## config.mk

```make
export PLATFORM = sky130hd
export DESIGN_NAME = serial_rx_param
export DESIGN_NICKNAME = d
export VERILOG_FILES = /design/src/rtl/serial_pkg.sv /design/src/rtl/serial_baud_cnt.sv /design/src/rtl/serial_rx_param.sv
export SDC_FILE = /design/constraint.sdc
export NUM_CORES = 1
export LEC_CHECK = 0
export ABC_CLOCK_PERIOD_IN_PS = 1600
export CAP_MARGIN = 10
export CELL_PAD_IN_SITES_DETAIL_PLACEMENT = 0
export CELL_PAD_IN_SITES_GLOBAL_PLACEMENT = 1
export CORE_ASPECT_RATIO = 0.9
export CORE_MARGIN = 4
export CORE_UTILIZATION = 37
export CTS_BUF_LIST = sky130_fd_sc_hd__clkbuf_4
export CTS_CLUSTER_SIZE = 24
export DETAILED_ROUTE_END_ITERATION = 10
export PLACE_DENSITY_LB_ADDON = 0.25
export SKIP_CTS_REPAIR_TIMING = 1
export SLEW_MARGIN = 20
export SYNTH_ARGS = -nofsm -noshare
export SYNTH_HDL_FRONTEND = slang
export SYNTH_SLANG_ARGS = --single-unit
```

## constraint.sdc

```tcl
create_clock -name m_clock -period 1.6 [get_ports m_clock]
set_input_delay 0.32 -clock m_clock [delete_from_list [all_inputs] [get_ports m_clock]]
set_output_delay 0.32 -clock m_clock [all_outputs]
set_load 0.03 [all_outputs]
```

## src/rtl/serial_pkg.sv

```systemverilog
// Shared types and helpers for the parametrised serial receiver.
package serial_pkg;

   typedef enum logic [2:0] {
      S_IDLE,
      S_START,
      S_DATA,
      S_PARITY,
      S_STOP,
      S_BREAK
   } rx_state_t;

   localparam int PAR_NONE = 0;
   localparam int PAR_EVEN = 1;
   localparam int PAR_ODD  = 2;

   // Bits needed to hold values 0..value-1 (minimum 1).
   function automatic int clog2(input int value);
      int r;
      r = 0;
      while ((1 << r) < value) r++;
      return (r == 0) ? 1 : r;
   endfunction

endpackage

```

## src/rtl/serial_baud_cnt.sv

```systemverilog
// Bit-period counter: emits a one-cycle tick at the half or full bit point,
// then restarts from zero.
module serial_baud_cnt
   import serial_pkg::*;
#(
   parameter int CLKS_PER_BIT = 434
) (
   input  logic i_clk,
   input  logic i_srst,
   input  logic i_clear,
   input  logic i_enable,
   input  logic i_half,
   output logic o_tick
);
   localparam int BW = clog2(CLKS_PER_BIT);

   logic [BW-1:0] r_cnt;
   logic [BW-1:0] w_limit;

   assign w_limit = i_half ? BW'(CLKS_PER_BIT / 2 - 1) : BW'(CLKS_PER_BIT - 1);
   assign o_tick  = i_enable && (r_cnt == w_limit);

   always_ff @(posedge i_clk) begin
      if (i_srst || i_clear || o_tick)
         r_cnt <= '0;
      else if (i_enable)
         r_cnt <= r_cnt + 1'b1;
   end

endmodule

```

## src/rtl/serial_rx_param.sv

```systemverilog
// UART-style receiver with configurable width, parity and stop bits, an input
// synchroniser and a valid/ready output register with error reporting.
module serial_rx_param
   import serial_pkg::*;
#(
   parameter int CLKS_PER_BIT = 434,
   parameter int DATA_BITS    = 8,
   parameter int PARITY       = PAR_NONE,
   parameter int STOP_BITS    = 1,
   parameter int SYNC_STAGES  = 2
) (
   input  logic                 m_clock,
   input  logic                 p_reset,
   input  logic                 RDX,
   output logic [DATA_BITS-1:0] rx_data,
   output logic                 rx_valid,
   input  logic                 rx_ready,
   output logic                 parity_err,
   output logic                 frame_err,
   output logic                 overrun,
   output logic                 busy
);
   localparam int IW = clog2(DATA_BITS + 1);

   logic [SYNC_STAGES-1:0] r_sync;
   logic                   w_rxs;
   rx_state_t              r_state;
   rx_state_t              w_state_next;
   logic                   w_clear;
   logic                   w_half;
   logic                   w_tick;
   logic                   w_deliver;
   logic                   w_accept;
   logic [IW-1:0]          r_bidx;
   logic                   r_scnt;
   logic [DATA_BITS-1:0]   r_shreg;
   logic                   r_perr;
   logic                   r_ferr;
   logic [DATA_BITS-1:0]   r_data;
   logic                   r_valid;
   logic                   r_parity_err;
   logic                   r_frame_err;
   logic                   r_overrun;

   assign w_rxs    = r_sync[SYNC_STAGES-1];
   assign w_accept = !r_valid || rx_ready;

   serial_baud_cnt #(
      .CLKS_PER_BIT(CLKS_PER_BIT)
   ) u_baud (
      .i_clk   (m_clock),
      .i_srst  (p_reset),
      .i_clear (w_clear),
      .i_enable(!w_clear),
      .i_half  (w_half),
      .o_tick  (w_tick)
   );

   always_ff @(posedge m_clock) begin
      if (p_reset)
         r_state <= S_IDLE;
      else
         r_state <= w_state_next;
   end

   always_comb begin
      w_state_next = r_state;
      w_clear      = 1'b0;
      w_half       = 1'b0;
      w_deliver    = 1'b0;
      case (r_state)
         S_IDLE: begin
            w_clear = 1'b1;
            if (!w_rxs) w_state_next = S_START;
         end
         S_START: begin
            w_half = 1'b1;
            if (w_tick) w_state_next = w_rxs ? S_IDLE : S_DATA;
         end
         S_DATA: begin
            if (w_tick && (r_bidx == IW'(DATA_BITS - 1)))
               w_state_next = (PARITY != PAR_NONE) ? S_PARITY : S_STOP;
         end
         S_PARITY: begin
            if (w_tick) w_state_next = S_STOP;
         end
         S_STOP: begin
            // Leaving mid-stop-bit lets the next start edge be caught early.
            if (w_tick && (r_scnt == 1'(STOP_BITS - 1))) begin
               w_deliver    = 1'b1;
               w_state_next = w_rxs ? S_IDLE : S_BREAK;
            end
         end
         S_BREAK: begin
            w_clear = 1'b1;
            if (w_rxs) w_state_next = S_IDLE;
         end
         default: w_state_next = S_IDLE;
      endcase
   end

   always_ff @(posedge m_clock) begin
      if (p_reset) begin
         r_sync       <= '1;
         r_bidx       <= '0;
         r_scnt       <= 1'b0;
         r_shreg      <= '0;
         r_perr       <= 1'b0;
         r_ferr       <= 1'b0;
         r_data       <= '0;
         r_valid      <= 1'b0;
         r_parity_err <= 1'b0;
         r_frame_err  <= 1'b0;
         r_overrun    <= 1'b0;
      end else begin
         r_sync    <= {r_sync[SYNC_STAGES-2:0], RDX};
         r_overrun <= 1'b0;
         case (r_state)
            S_START: if (w_tick) begin
               r_bidx <= '0;
               r_scnt <= 1'b0;
               r_perr <= 1'b0;
               r_ferr <= 1'b0;
            end
            S_DATA: if (w_tick) begin
               r_shreg <= {w_rxs, r_shreg[DATA_BITS-1:1]};
               r_bidx  <= r_bidx + 1'b1;
            end
            S_PARITY: if (w_tick)
               r_perr <= (^r_shreg) ^ w_rxs ^ (PARITY == PAR_ODD);
            S_STOP: if (w_tick) begin
               r_scnt <= r_scnt + 1'b1;
               r_ferr <= r_ferr | !w_rxs;
            end
            default: ;
         endcase
         // A held, unconsumed word wins; the new frame is dropped and flagged.
         if (w_deliver) begin
            if (w_accept) begin
               r_data       <= r_shreg;
               r_parity_err <= r_perr;
               r_frame_err  <= r_ferr | !w_rxs;
               r_valid      <= 1'b1;
            end else begin
               r_overrun <= 1'b1;
            end
         end else if (r_valid && rx_ready) begin
            r_valid <= 1'b0;
         end
      end
   end

   assign rx_data    = r_data;
   assign rx_valid   = r_valid;
   assign parity_err = r_parity_err;
   assign frame_err  = r_frame_err;
   assign overrun    = r_overrun;
   assign busy       = (r_state != S_IDLE);

endmodule

```

Word-level counts from Yosys, hierarchy flattened
Index checks and enable logic that the tools add are counted.
Word-level totals
  bits in registers: 41
  input bits: 4
  logic and storage cells: 90
Cells by class
  $add $sub $neg: 3
  eq/ne operators: 16
  mux-type cells: 28
  bitwise logic cells: 4
  reductions and logical operators: 26
Operators with widths (number)
  2-to-1 mux 3 bit: 7
  one-hot mux 3 bit (6 select lines): 1
  2-to-1 mux 1 bit: 12
  != test 2 x 1 -> 1 bit, second input constant: 5
  adder 9 x 1 -> 9 bit, second input constant: 1
  equality test 9 bit: 1
  2-to-1 mux 9 bit: 1
  AND reduction 3 bit: 3
  2-to-1 mux 4 bit: 2
  != test 2 bit, second input constant: 4
  one-hot mux 4 bit (2 select lines): 1
  nonzero test 2 bit: 4
  XOR reduction 8 bit: 1
  equality test 3 x 2 -> 1 bit, second input constant: 2
  equality test 3 bit, second input constant: 2
  one-hot mux 1 bit (2 select lines): 3
  AND reduction 2 bit: 3
  AND reduction 6 bit: 1
  adder 4 x 1 -> 4 bit, second input constant: 1
  equality test 4 x 3 -> 1 bit, second input constant: 1
  logical AND 1 bit: 4
  OR reduction 2 bit: 2
  equality test 3 x 1 -> 1 bit, second input constant: 1
  logical NOT 1 bit: 3
  8 further kinds: 11

Logic depth before layout (Yosys ltp)
  word-level depth: 10
  gate-level depth with buffers: 7
  gate-level depth less buffers: 5

Modules after synthesis
From an unflattened synthesis, not the netlist that was laid out.
Unflattened totals
  cell total of the unflattened synthesis: 215
  area total of the unflattened synthesis: 1949.4 µm²
Modules (own cells, without submodules)
  serial_rx_param: instances 1, cells each 164, area an instance 1467.7 µm², sequential area each 640.6 µm²
  serial_baud_cnt: instances 1, cells each 51, area an instance 481.7 µm², sequential area each 180.2 µm²

Worst setup path before layout
Ideal clock, no wire load.
  kind: flip-flop to flip-flop
  start: register r_state[1]
  end: register r_parity_err (netlist: parity_err)
  arrival time: 1646 ps
  data required time: 1479 ps
  setup slack: -166 ps
  cell stages (with the launch flop): 5
  clock period less this slack: 1766 ps
  path through: dfxtp_1 or3b_4 and3_1 o2111ai_2 mux2_2
Between the ends
  longest elaborated chain between the ends: 9
Ends and longest elaborated chain
  start: declaration: line serial_rx_param.sv:27  | rx_state_t r_state;
  start signal: assignment: line serial_rx_param.sv:63  | r_state <= w_state_next;
  equality test 3 x 1 -> 1 bit (tied with other cells): line serial_rx_param.sv:71  | case (r_state)
  2-to-1 mux 1 bit or OR reduction 2 bit (tied branches)
  2-to-1 mux 9 bit or 2-to-1 mux 1 bit (tied branches): line serial_baud_cnt.sv:20, serial_rx_param.sv:71
  equality test 9 bit or logical NOT 1 bit (tied branches): line serial_baud_cnt.sv:21, serial_rx_param.sv:54
  logical AND 1 bit: line serial_baud_cnt.sv:21  | assign o_tick = i_enable && (r_cnt == w_limit);
  logical AND 1 bit: line serial_rx_param.sv:89  | if (w_tick && (r_scnt == 1'(STOP_BITS - 1))) begin
  2-to-1 mux 1 bit: line serial_rx_param.sv:89
  2-to-1 mux 1 bit *: line serial_rx_param.sv:71
  AND reduction 2 bit (no source line) *
  end signal: assignment: line serial_rx_param.sv:141  | r_parity_err <= r_perr;
  end: declaration: line serial_rx_param.sv:41  | logic r_parity_err;
Every way passes the cells marked *; elsewhere a longest branch is shown, timed or not.
A chain may end at the register's enable or synchronous reset.

Worst setup path in the final report
  start: register r_state[0]
  end: register r_state[1]
Between the ends
  longest elaborated chain between the ends: 8
Ends and longest elaborated chain (line)
  equality test 3 x 1 -> 1 bit (tied with other cells): serial_rx_param.sv:71
  2-to-1 mux 1 bit or OR reduction 2 bit (tied branches)
  2-to-1 mux 9 bit or 2-to-1 mux 1 bit (tied branches): serial_baud_cnt.sv:20, serial_rx_param.sv:71
  equality test 9 bit or logical NOT 1 bit (tied branches): serial_baud_cnt.sv:21, serial_rx_param.sv:54
  logical AND 1 bit: serial_baud_cnt.sv:21
  logical AND 1 bit (on tied branches): serial_rx_param.sv:89, serial_rx_param.sv:81
  != test 2 bit (no source line)
  AND reduction 6 bit (no source line)
Several ways; a longest one is shown, not always the timed one.

==> flow_summary_export.csv <==
group,metric,value,unit
layout,fin_nets,248,
synth,synth_edf_count,0,
timing,whs,0.424,ns
layout,final.fill_count,457,
worst_hold_path,hp-class,"reg -> reg",
global_route,grt_pass1_vias,1444,
floorplan,start_util,38.5,%
placement,io_buffers,16,
synth,ys_seq_area_share,43.6,%
worst_hold_path,holdCritStartpoint,"r_sync[0]$_SDFF_PP1_",
worst_setup_path,arrival,2.15,ns
worst_setup_path,critPathMaxStageDelay,0.43,ns
global_route,antenna_found_initial,0,
worst_setup_path,worstSetupPathType,"reg -> reg",
timing,max_freq,534,MHz
floorplan,io_pins,17,
synth,synth.avg_cell_area,9.32,um2
power_and_ir_drop,p_per_area,661,mW/mm2
detailed_routing,first_iter_violations,73,
detailed_routing,drt_pre_antenna_iters,4,
worst_hold_path,whs_path_depth,1,
detailed_routing,drt_wl_total,4.21,mm
worst_hold_path,min_to,"r_sync[1]$_SDFF_PP1_",
run,max_cap_violations,0,
floorplan,core_area,0.00489,mm2
synth,yosysWarnings,0,
placement,post_dp_cell_area,0.00230,mm2
clock_network,cts.path.max_buffers,2,
timing,fin_crit,1.87,ns
synth,synth_fp_nets,208,
clock_network,cts.clk_slew.worst_paths,0.12,ns
floorplan,fp-row-count,24,
global_route,grt_pass1_wl,6.85,mm
clock_network,numClockSinks,41,
timing,finalCritPeriodShare,117,%
worst_setup_path,crit_path_top_delay_cell,"or3b_4",
clock_network,h-tree-depth,2,
worst_setup_path,cpMostUsedCell,"or3b_4",
layout,multi_input_area,0.00107,mm2
run_status,status,"finished, violations left",
timing,slew_violations,0,
synth,ys_seq_elements,41,
worst_setup_path,reg2reg_setup_slack,-0.27,ns
detailed_routing,routedWlPerCell,13.7,um
clock_network,root_buffer,"clkbuf_4",
run_status,violations,"negative setup slack",
layout,seq_area,827,um2
timing,finClkSkew,0.0116,ns
worst_setup_path,startpoint_type,"register",
synth,synth.area.top_cells,"dfxtp_1 (44%), mux2i_1 (4.8%), nor2_1 (4.6%)",
global_route,grt_max_degree,25,
timing,rsz0062_at_grt,"yes",
placement,dp_hpwl,2.97,mm
layout,drive_gt1_share,24.3,%
power_and_ir_drop,p_leak,1.08,nW
detailed_routing,drtAntennaViolNets,0,
worst_setup_path,worst_setup_path_end_kind,"register",
timing,setup_ws,-0.271,ns
synth,netlist_area,0.00188,mm2
clock_network,clkLatencyLatePin,0.36,ns
worst_setup_path,reg2reg_to,"r_state[1]$_SDFFE_PP0P_",
synth,ys_async_sr_fraction,0,%
worst_setup_path,path_max_fanout,11,
floorplan,die_x,83.2,um
clock_network,cts_tree,"yes",
layout,layout-area-overhead-vs-synth,31.7,%
worst_setup_path,crit_chain,"or3b_4, nor3_4, o21ai_4, or3b_4, mux2i_1",
synth,synth_top_flop_cell,"dfxtp_1",
power_and_ir_drop,peakVddDrop,0.278,mV
timing,hold_violations,0,
worst_setup_path,r2r-start,"r_state[0]$_SDFFE_PP0P_",
detailed_routing,vias_per_cell,4.98,
power_and_ir_drop,power.total,0.00164,W
synth,yosys.area.top_type_share,43.6,%
floorplan,die_h,75.7,um
timing,slew_headroom,77.4,%
placement,place.gp.congestion,0.827,
layout,final_area,0.00248,mm2
detailed_routing,via_count,1535,
detailed_routing,drc_errors,0,
layout,finalCoreUtilization,50.7,%
synth,synthCells,202,
synth,ys_types,45,
worst_setup_path,reg2regPathDepth,5,
global_route,grt-ovfl-total,0,
clock_network,cts_buffers,5,
global_route,grt_use_total,13.7,%
floorplan,die_area,0.00630,mm2
timing,worstMarginPinSlew,0.337,ns
timing,finalSetupViolCount,41,
synth,synth_area_leader_cell,"dfxtp_1",
worst_setup_path,cp.required,1.88,ns
layout,antenna_cells,0,
timing,fin_setup_tns,-7.23,ns
==> cells by family (layout without fill, tap and decap cells) <==
logic type               count (synthesis)  in the layout  synth area share [%]
AND/OR/NAND/NOR                         83             83                  26.0
flip-flops                              41             41                  43.6
XOR/XNOR                                17             17                  7.91
AO/OA/AOI/OAI                           35             35                  12.6
multiplexers                            10             10                  5.38
adder cells (fa/ha/maj)                  2              2                  1.33
buffers and inverters                   14             55                  3.26
==> metrics by stage <==
step | instances | setup WS (ns)
after floorplan | 202 | -0.112
after global placement | 298 | -0.203
after detailed placement | 298 | -0.239
after CTS | 306 | -0.540
after global routing | 308 | -0.334
final | 308 | -0.271
==> worst max path at each step <==
stage / startpoint / endpoint / cells past startpoint
after global routing: r_state[0]$_SDFFE_PP0P_ / rx_data[4]$_SDFFE_PP0P_ / 7
after CTS: r_state[0]$_SDFFE_PP0P_ / busy / 3
after detailed placement: r_state[2]$_SDFFE_PP0P_ / r_state[1]$_SDFFE_PP0P_ / 5
final: r_state[0]$_SDFFE_PP0P_ / r_state[1]$_SDFFE_PP0P_ / 5
after global placement: r_state[0]$_SDFFE_PP0P_ / r_state[2]$_SDFFE_PP0P_ / 5
after floorplan: r_state[1]$_SDFFE_PP0P_ / r_state[0]$_SDFFE_PP0P_ / 6
==> cells in the final DEF (no fill, tap or decap), drive strengths merged, types with 2 or more instances in the layout <==
cell           count
dlymetal6s2s      11
o21ai             13
nand4              6
a21oi              8
and3               4
clkinv             3
xnor2              8
nand3b            11
xor2               9
mux2i              9
nand2              5
nor2              23
clkdlybuf4s50      4
nand2b            12
clkbuf             6
or3                2
o2111ai            2
nor2b              4
or2                3
o2111a             2
nand3              2
or3b               2
dfxtp             41
ha                 2
buf               28
nor3               3
o31ai              2
inv                3
a211oi             2
==> critical path: cells and delay by family (launching register included) <==
kind	cells	cell delay, ns
and+or+nand+nor	3	1.12
DFF	1	0.37
muxes	1	0.18
AOI/OAI and AO/OA	1	0.14
==> final cells by class <==
cell class | instances | share of cell area (%)
Sequential cell | 41 | 33.4
Tap cell | 65 | 3.28
Inverter | 3 | 0.454
Timing Repair Buffer | 44 | 17.4
Multi-Input combinational cell | 147 | 43.3
Clock buffer | 5 | 1.51
Clock inverter | 3 | 0.706
==> metal layers <==
metal	wire length (um)	track usage [%]	vias to the layer above
met1	2060	18.6	701
met5	0	0	-
met2	1870	19.8	29
met3	213	3.68	8
met4	74	7.99	0
li1	-	-	797
==> flip-flops by register name, summed over array words and instances (netlist names) <==
register      count
frame_err         1
overrun           1
parity_err        1
r_bidx            4
r_ferr            1
r_perr            1
r_scnt            1
r_shreg           8
r_state           3
r_sync            2
rx_data           8
rx_valid          1
u_baud.r_cnt      9
==> power breakdown <==
part | leakage, nW | internal (W) | total, W | switching [W]
combinational | 0.716 | 0.0000460 | 0.0000919 | 0.0000459
sequential | 0.332 | 0.00102 | 0.00103 | 0.00000445
clock | 0.0326 | 0.000167 | 0.000519 | 0.000352
total | 1.08 | 0.00124 | 0.00164 | 0.000403
==> cell usage after synthesis (all sizes together), types with 3 or more instances <==
| library cell | instances |
|---|---|
| dfxtp | 41 |
| nor2 | 23 |
| o21ai | 13 |
| nand2b | 12 |
| nand3b | 11 |
| mux2i | 9 |
| xor2 | 9 |
| a21oi | 8 |
| xnor2 | 8 |
| buf | 6 |
| nand4 | 6 |
| clkbuf | 5 |
| nand2 | 5 |
| and3 | 4 |
| nor2b | 4 |
| inv | 3 |
| nor3 | 3 |
| or2 | 3 |
No activity file was read; power rests on OpenSTA's default activity.
